### src/rtl/addsub_pipe.sv
// Two-stage pipelined two's-complement adder/subtractor with valid/ready handshake,
// optional signed saturation and an internal accumulator operand.
module addsub_pipe #(
  parameter int unsigned WIDTH = 8
) (
  input  logic             clk,
  input  logic             rst_n,
  input  logic             in_valid,
  output logic             in_ready,
  input  logic             sub,
  input  logic             sat,
  input  logic             acc_en,
  input  logic             acc_clr,
  input  logic [WIDTH-1:0] a,
  input  logic [WIDTH-1:0] b,
  output logic             out_valid,
  input  logic             out_ready,
  output logic [WIDTH-1:0] z,
  output logic             co,
  output logic             oflow
);

  localparam int unsigned LO = WIDTH / 2;
  localparam int unsigned HI = WIDTH - LO;

  logic             s1_valid, s1_sat, s1_acc, s1_c_lo;
  logic [WIDTH-1:0] s1_opa, s1_opb;
  logic [LO-1:0]    s1_lo;
  logic             s2_valid;
  logic [WIDTH-1:0] acc;

  logic             s1_en, s2_en, in_fire, s1_move;
  logic [WIDTH-1:0] opa_in, opb_in, sum, z_next;
  logic [LO:0]      lo_full;
  logic [HI:0]      hi_full;
  logic             co_next, c_msb, of_next;

  assign s2_en     = !s2_valid || out_ready;
  assign s1_en     = !s1_valid || s2_en;
  // No acceptance of any kind while an accumulate op waits in s1: its write-back must land first.
  assign in_ready  = s1_en && !(s1_valid && s1_acc);
  assign in_fire   = in_valid && in_ready;
  assign s1_move   = s1_valid && s2_en;
  assign out_valid = s2_valid;

  always_comb begin
    opa_in  = acc_en ? acc : a;
    opb_in  = sub ? ~b : b;
    lo_full = {1'b0, opa_in[LO-1:0]} + {1'b0, opb_in[LO-1:0]} + {{LO{1'b0}}, sub};
    hi_full = {1'b0, s1_opa[WIDTH-1:LO]} + {1'b0, s1_opb[WIDTH-1:LO]} + {{HI{1'b0}}, s1_c_lo};
    sum     = {hi_full[HI-1:0], s1_lo};
    co_next = hi_full[HI];
    // Carry into the MSB recovered from the MSB sum bit and its two operand bits.
    c_msb   = sum[WIDTH-1] ^ s1_opa[WIDTH-1] ^ s1_opb[WIDTH-1];
    of_next = c_msb ^ co_next;
    z_next  = sum;
    if (s1_sat && of_next) begin
      z_next = s1_opa[WIDTH-1] ? {1'b1, {(WIDTH-1){1'b0}}} : {1'b0, {(WIDTH-1){1'b1}}};
    end
  end

  always_ff @(posedge clk) begin
    if (!rst_n) begin
      s1_valid <= 1'b0;
      s1_sat   <= 1'b0;
      s1_acc   <= 1'b0;
      s1_c_lo  <= 1'b0;
      s1_opa   <= '0;
      s1_opb   <= '0;
      s1_lo    <= '0;
      s2_valid <= 1'b0;
      z        <= '0;
      co       <= 1'b0;
      oflow    <= 1'b0;
      acc      <= '0;
    end else begin
      if (s1_en) s1_valid <= in_fire;
      if (in_fire) begin
        s1_opa  <= opa_in;
        s1_opb  <= opb_in;
        s1_sat  <= sat;
        s1_acc  <= acc_en;
        s1_lo   <= lo_full[LO-1:0];
        s1_c_lo <= lo_full[LO];
      end
      if (s2_en) s2_valid <= s1_valid;
      if (s1_move) begin
        z     <= z_next;
        co    <= co_next;
        oflow <= of_next;
      end
      if (acc_clr) begin
        acc <= '0;
      end else if (s1_move && s1_acc) begin
        acc <= z_next;
      end
    end
  end

endmodule

### config.mk
export PLATFORM = sky130hd
export DESIGN_NAME = addsub_pipe
export DESIGN_NICKNAME = d
export VERILOG_FILES = /design/src/rtl/addsub_pipe.sv
export SDC_FILE = /design/constraint.sdc
export NUM_CORES = 1
export LEC_CHECK = 0
export BUFFER_PORTS_ARGS = -buffer_cell sky130_fd_sc_hd__buf_2
export CORE_ASPECT_RATIO = 1.25
export CORE_MARGIN = 2
export CORE_UTILIZATION = 49
export DETAILED_ROUTE_END_ITERATION = 6
export PLACE_DENSITY_LB_ADDON = 0.05
export SLEW_MARGIN = 20
export SYNTH_ARGS = -nofsm -noshare
export SYNTH_HDL_FRONTEND = slang
export SYNTH_SLANG_ARGS = --single-unit
### constraint.sdc
create_clock -name clk -period 2.6 [get_ports clk]
set_input_delay 0.52 -clock clk [delete_from_list [all_inputs] [get_ports clk]]
set_output_delay 0.52 -clock clk [all_outputs]
set_load 0.005 [all_outputs]
After elaboration in Yosys (flattened, before gate mapping). Index checks and enable logic that the tools add are counted.

Bits of input ports: 24. Register bits: 43. Output and inout port bits: 12. Logic and storage cells: 37.

Multiplexer cells: 4. Add/subtract/negate cells: 4. Reductions and logical operators: 12. Bitwise gates (word level): 5.

Operators with widths (count): $mux 8 (4); $add 4x4->5 (2); $add 5x1->5 (2); $not 8->8 (1); $logic_and 1x1->1 (6); $logic_not 1->1 (3); $xor 1x1->1 (3); $logic_or 1x1->1 (2); $reduce_or 2->1 (1); $not 1->1 (1).

Depth between registers and ports, before layout.
Depth after elaboration: 7. Depth in mapped cells: 8. Depth with buffers taken out: 8.

Least setup slack after synthesis. Ideal clock, no wire load.

Path kind: register to register. Start: register s1_c_lo. End: register acc[6]. Clock period less this slack: 2.699 ns. Library setup time: 0.136 ns. Buffers on the path: 0. Data required time: 2.464 ns. Arrival: 2.562 ns. Cell stages (with the launch flop): 9. Slack: -0.099 ns. Cell sequence: dfxtp_1 > fa_1 > fa_1 > a211oi_1 > nor3b_1 > o211ai_1 > nand4_1 > o211ai_1 > a211oi_1.

Longest elaborated chain between the ends: 6.

Ends and longest elaborated chain: start: declaration (line 26) `logic s1_valid, s1_sat, s1_acc, s1_c_lo;`; start signal: assignment (line 84) `s1_c_lo <= lo_full[LO];`; $add 5x1->5 * (line 50) `hi_full = {1'b0, s1_opa[WIDTH-1:LO]} + {1'b0, s1_opb[WIDTH-1:LO]} + {{HI{1'b0}}, s1_c_lo};`; $xor 1x1->1 (2 in series) (line 54) `c_msb = sum[WIDTH-1] ^ s1_opa[WIDTH-1] ^ s1_opb[WIDTH-1];`; $xor 1x1->1 (line 55) `of_next = c_msb ^ co_next;`; $logic_and 1x1->1 (line 57) `if (s1_sat && of_next) begin`; $mux 8 * (line 57); end signal: assignment (line 95) `acc <= z_next;`; end: declaration (line 30) `logic [WIDTH-1:0] acc;`.

Every way passes the cells marked *; elsewhere a longest branch is shown, timed or not. A chain may end at the register's enable or synchronous reset.

Final worst setup path.
Start: register s1_c_lo. End: register acc[1].

Longest elaborated chain between the ends: 6.

Ends and longest elaborated chain (line): $add 5x1->5 * (50); $xor 1x1->1 (2 in series) (54); $xor 1x1->1 * (55); $logic_and 1x1->1 * (57); $mux 8 * (57).

Marks and branches as above.

==> results.ini <==
[yosys]
synthTopCellsByArea = dfxtp_1 38%, a211oi_1 4.9%, nor2_1 4.3%, ha_1 4.1%, nand2_1 3.8%
ys_warn_count = 0
netlist_area_um2 = 1853
synth_seq_cells = 35
yosysTopAreaCellShare_pct = 37.81
ys_types = 38
synth_flop_cell = dfxtp_1
async_reset_ff_share_pct = 0
syn_avg_cell_area_um2 = 8.741
mappedNetlistNets = 245
synthMostInstantiatedCell = dfxtp_1
ys_seq_area_share_pct = 37.81
synth_area_leader_cell = dfxtp_1
synth_enable_flop_cells = 0
ys_top_cells_by_count = 35 x dfxtp_1, 21 x nor2_1, 19 x nand2_1
postSynthCellCount = 212

[clock_tree]
clk_latency_ps = 290
htreeDepth = 2
cts.path.max_buffers = 2
ctsHoldBuffers = 0
cts_root_buffer = clkbuf_8
cts_tree = built
numClockSinks = 35
cts_buffers = 5
clk_pin_slew_ps = 70

[route]
avgRoutedWirePerCell_um = 14.25
dr.pass1.iters = 4
drt_iter0_drc = 36
drcViolationCount = 0
via_count = 1690
viasPerCell = 5.596
wl_um = 4303
antenna_left = 0

[pwr]
power_density_nw_per_um2 = 550.7
ir_drop_v = 0.0003234
p_leak_uw = 0.0009634

[setup_path]
required_ps = 2820
path_cells = fa_2 -> fa_2 -> a211oi_4 -> o21ba_2 -> o211ai_1 -> buf_4 -> a2111oi_4 -> buf_4 -> a21oi_1 -> o21ai_1
path_buf_inv = 2
slowest_stage = fa_2
worstPathArrival_ps = 2870
startpoint_type = flop
crit_path_end_kind = flop
critical_path_class = reg2reg
crit_family = compound AO/OA/AOI/OAI gates
crit_path_max_incr_delay_ps = 400
crit_fanout = 5

[cells_and_area]
fin_nets = 294
antenna-diode-count = 0
syn_to_final_growth_pct = 25.86
instances_no_fill = 302
final_layout_size_suffix_gt1_share_pct = 31.68

[floorplanning]
ios = 36
dieArea_um2 = 4293
die_x_um = 59.01
die_h_um = 72.76
std_cell_rows = 25
start_util_pct = 50.20
core_um2 = 3691

[hold_path]
min_path_type = reg2reg

[run]
maxCapViolations = 0

[placed_design]
dp.final_hpwl_um = 3250
gp_congestion = 0.9029
place_inst = 288
port-buffer-count = 35

[grt]
grt_pass1_wl_um = 7258
grt_usage_pct = 22.34
gr-total-overflow = 0
grt_max_degree = 25
grt_pass1_vias = 1616
antenna_found_initial = 0

[sta]
period_needed_ps = 2645
finalWorstSetupSlack_ps = -45.17
setup_tns_ps = -236.8
max_slew_margin_pct = 46.23
fin_skew_ps = 4.242
hold_viol_final = 0
worstMarginPinSlew_ps = 806.6
slew_viol_final = 0
hold_slack_ps = 464.2
fmax_mhz = 378.0
setup_viol = 6
period_share_pct = 101.7
rsz0062_at_grt = true

[outcome]
status = complete, but fails checks
violations = negative setup slack

[worst reg2reg max path: stages (launching register included)]
cell       delay [ps]
dfxtp_2           330
fa_2              400
fa_2              390
a211oi_4          260
o21ba_2           170
o211ai_1          120
buf_4             180
a2111oi_4         370
buf_4             200
a21oi_1            40
o21ai_1           120
[cells by family after synthesis]
| kind of cell | count (synthesis) | share of synthesized area (%) |
|---|---|---|
| mux | 9 | 5.132 |
| simple gates | 66 | 16.88 |
| fa+ha+maj | 9 | 7.292 |
| compound gates | 67 | 24.65 |
| flops | 35 | 37.81 |
| buf+inv | 15 | 3.038 |
| xor+xnor | 11 | 5.200 |
[what timing repair did]
item	in CTS	in global routing
gates resized for setup	3	14
buffers inserted	3	3
pin swaps	4	10
setup endpoints to repair	15	15
[state kept, by name, indices dropped and copies added, names as in the netlist]
register	cells
acc	8
co	1
oflow	1
out_valid	1
s1_acc	1
s1_c_lo	1
s1_lo	4
s1_opa	4
s1_opb	4
s1_sat	1
s1_valid	1
z	8
[per-layer routing]
layer  share of wire [%]  up-vias  GRT usage, %
met3                 3.4       10         6.206
met1                  45      788         27.27
met5                   0        -             0
met2                  49       36         36.91
met4                 2.1        0         8.586
li1                    -      856             -
[report_power, final]
| group | switching (uW) | internal (uW) |
|---|---|---|
| sequential | 25.8 | 570 |
| combinational | 152 | 154 |
| clock | 195 | 188 |
| total | 373 | 912 |
[final timing paths]
kind	startpoint	endpoint	slack [ps]	cells past startpoint
max	s1_c_lo	acc[1]	-50	10
min	oflow	oflow	460	2
min reg2reg	oflow	oflow	460	2
max reg2reg	s1_c_lo	acc[1]	-50	10
[metrics by stage]
step	total power (uW)	utilization (%)	cell area [um2]	setup WS, ps
4_1_cts	1255	60.85	2246	-41.34
5_1_grt	1351	63.19	2332	-172.0
3_5_place_dp	876.0	57.86	2136	-176.4
6_report	1284	63.19	2332	-45.17
3_3_place_gp	867.5	57.86	2136	-94.36
2_1_floorplan	781.0	-	1858	9.002
[cell type report]
type,instances,area [um2]
fill,330,1359
multi-input combinational,162,1159
sequential,35,701.9
timing repair buffer,54,329.1
clock buffer,7,76.32
tap,40,50.05
inverter,3,11.26
clock inverter,1,5.005
[placed cells by master (no fill, tap or decap), drive strengths merged, types with 7 or more instances in the layout]
cell and instances:
nor2 21, clkbuf 7, a31oi 7, a211oi 12, xnor2 8, o21ai 18, buf 54, nand2 19
nand3 9, dfxtp 35, a21oi 13
No activity file was read; power rests on OpenSTA's default activity.
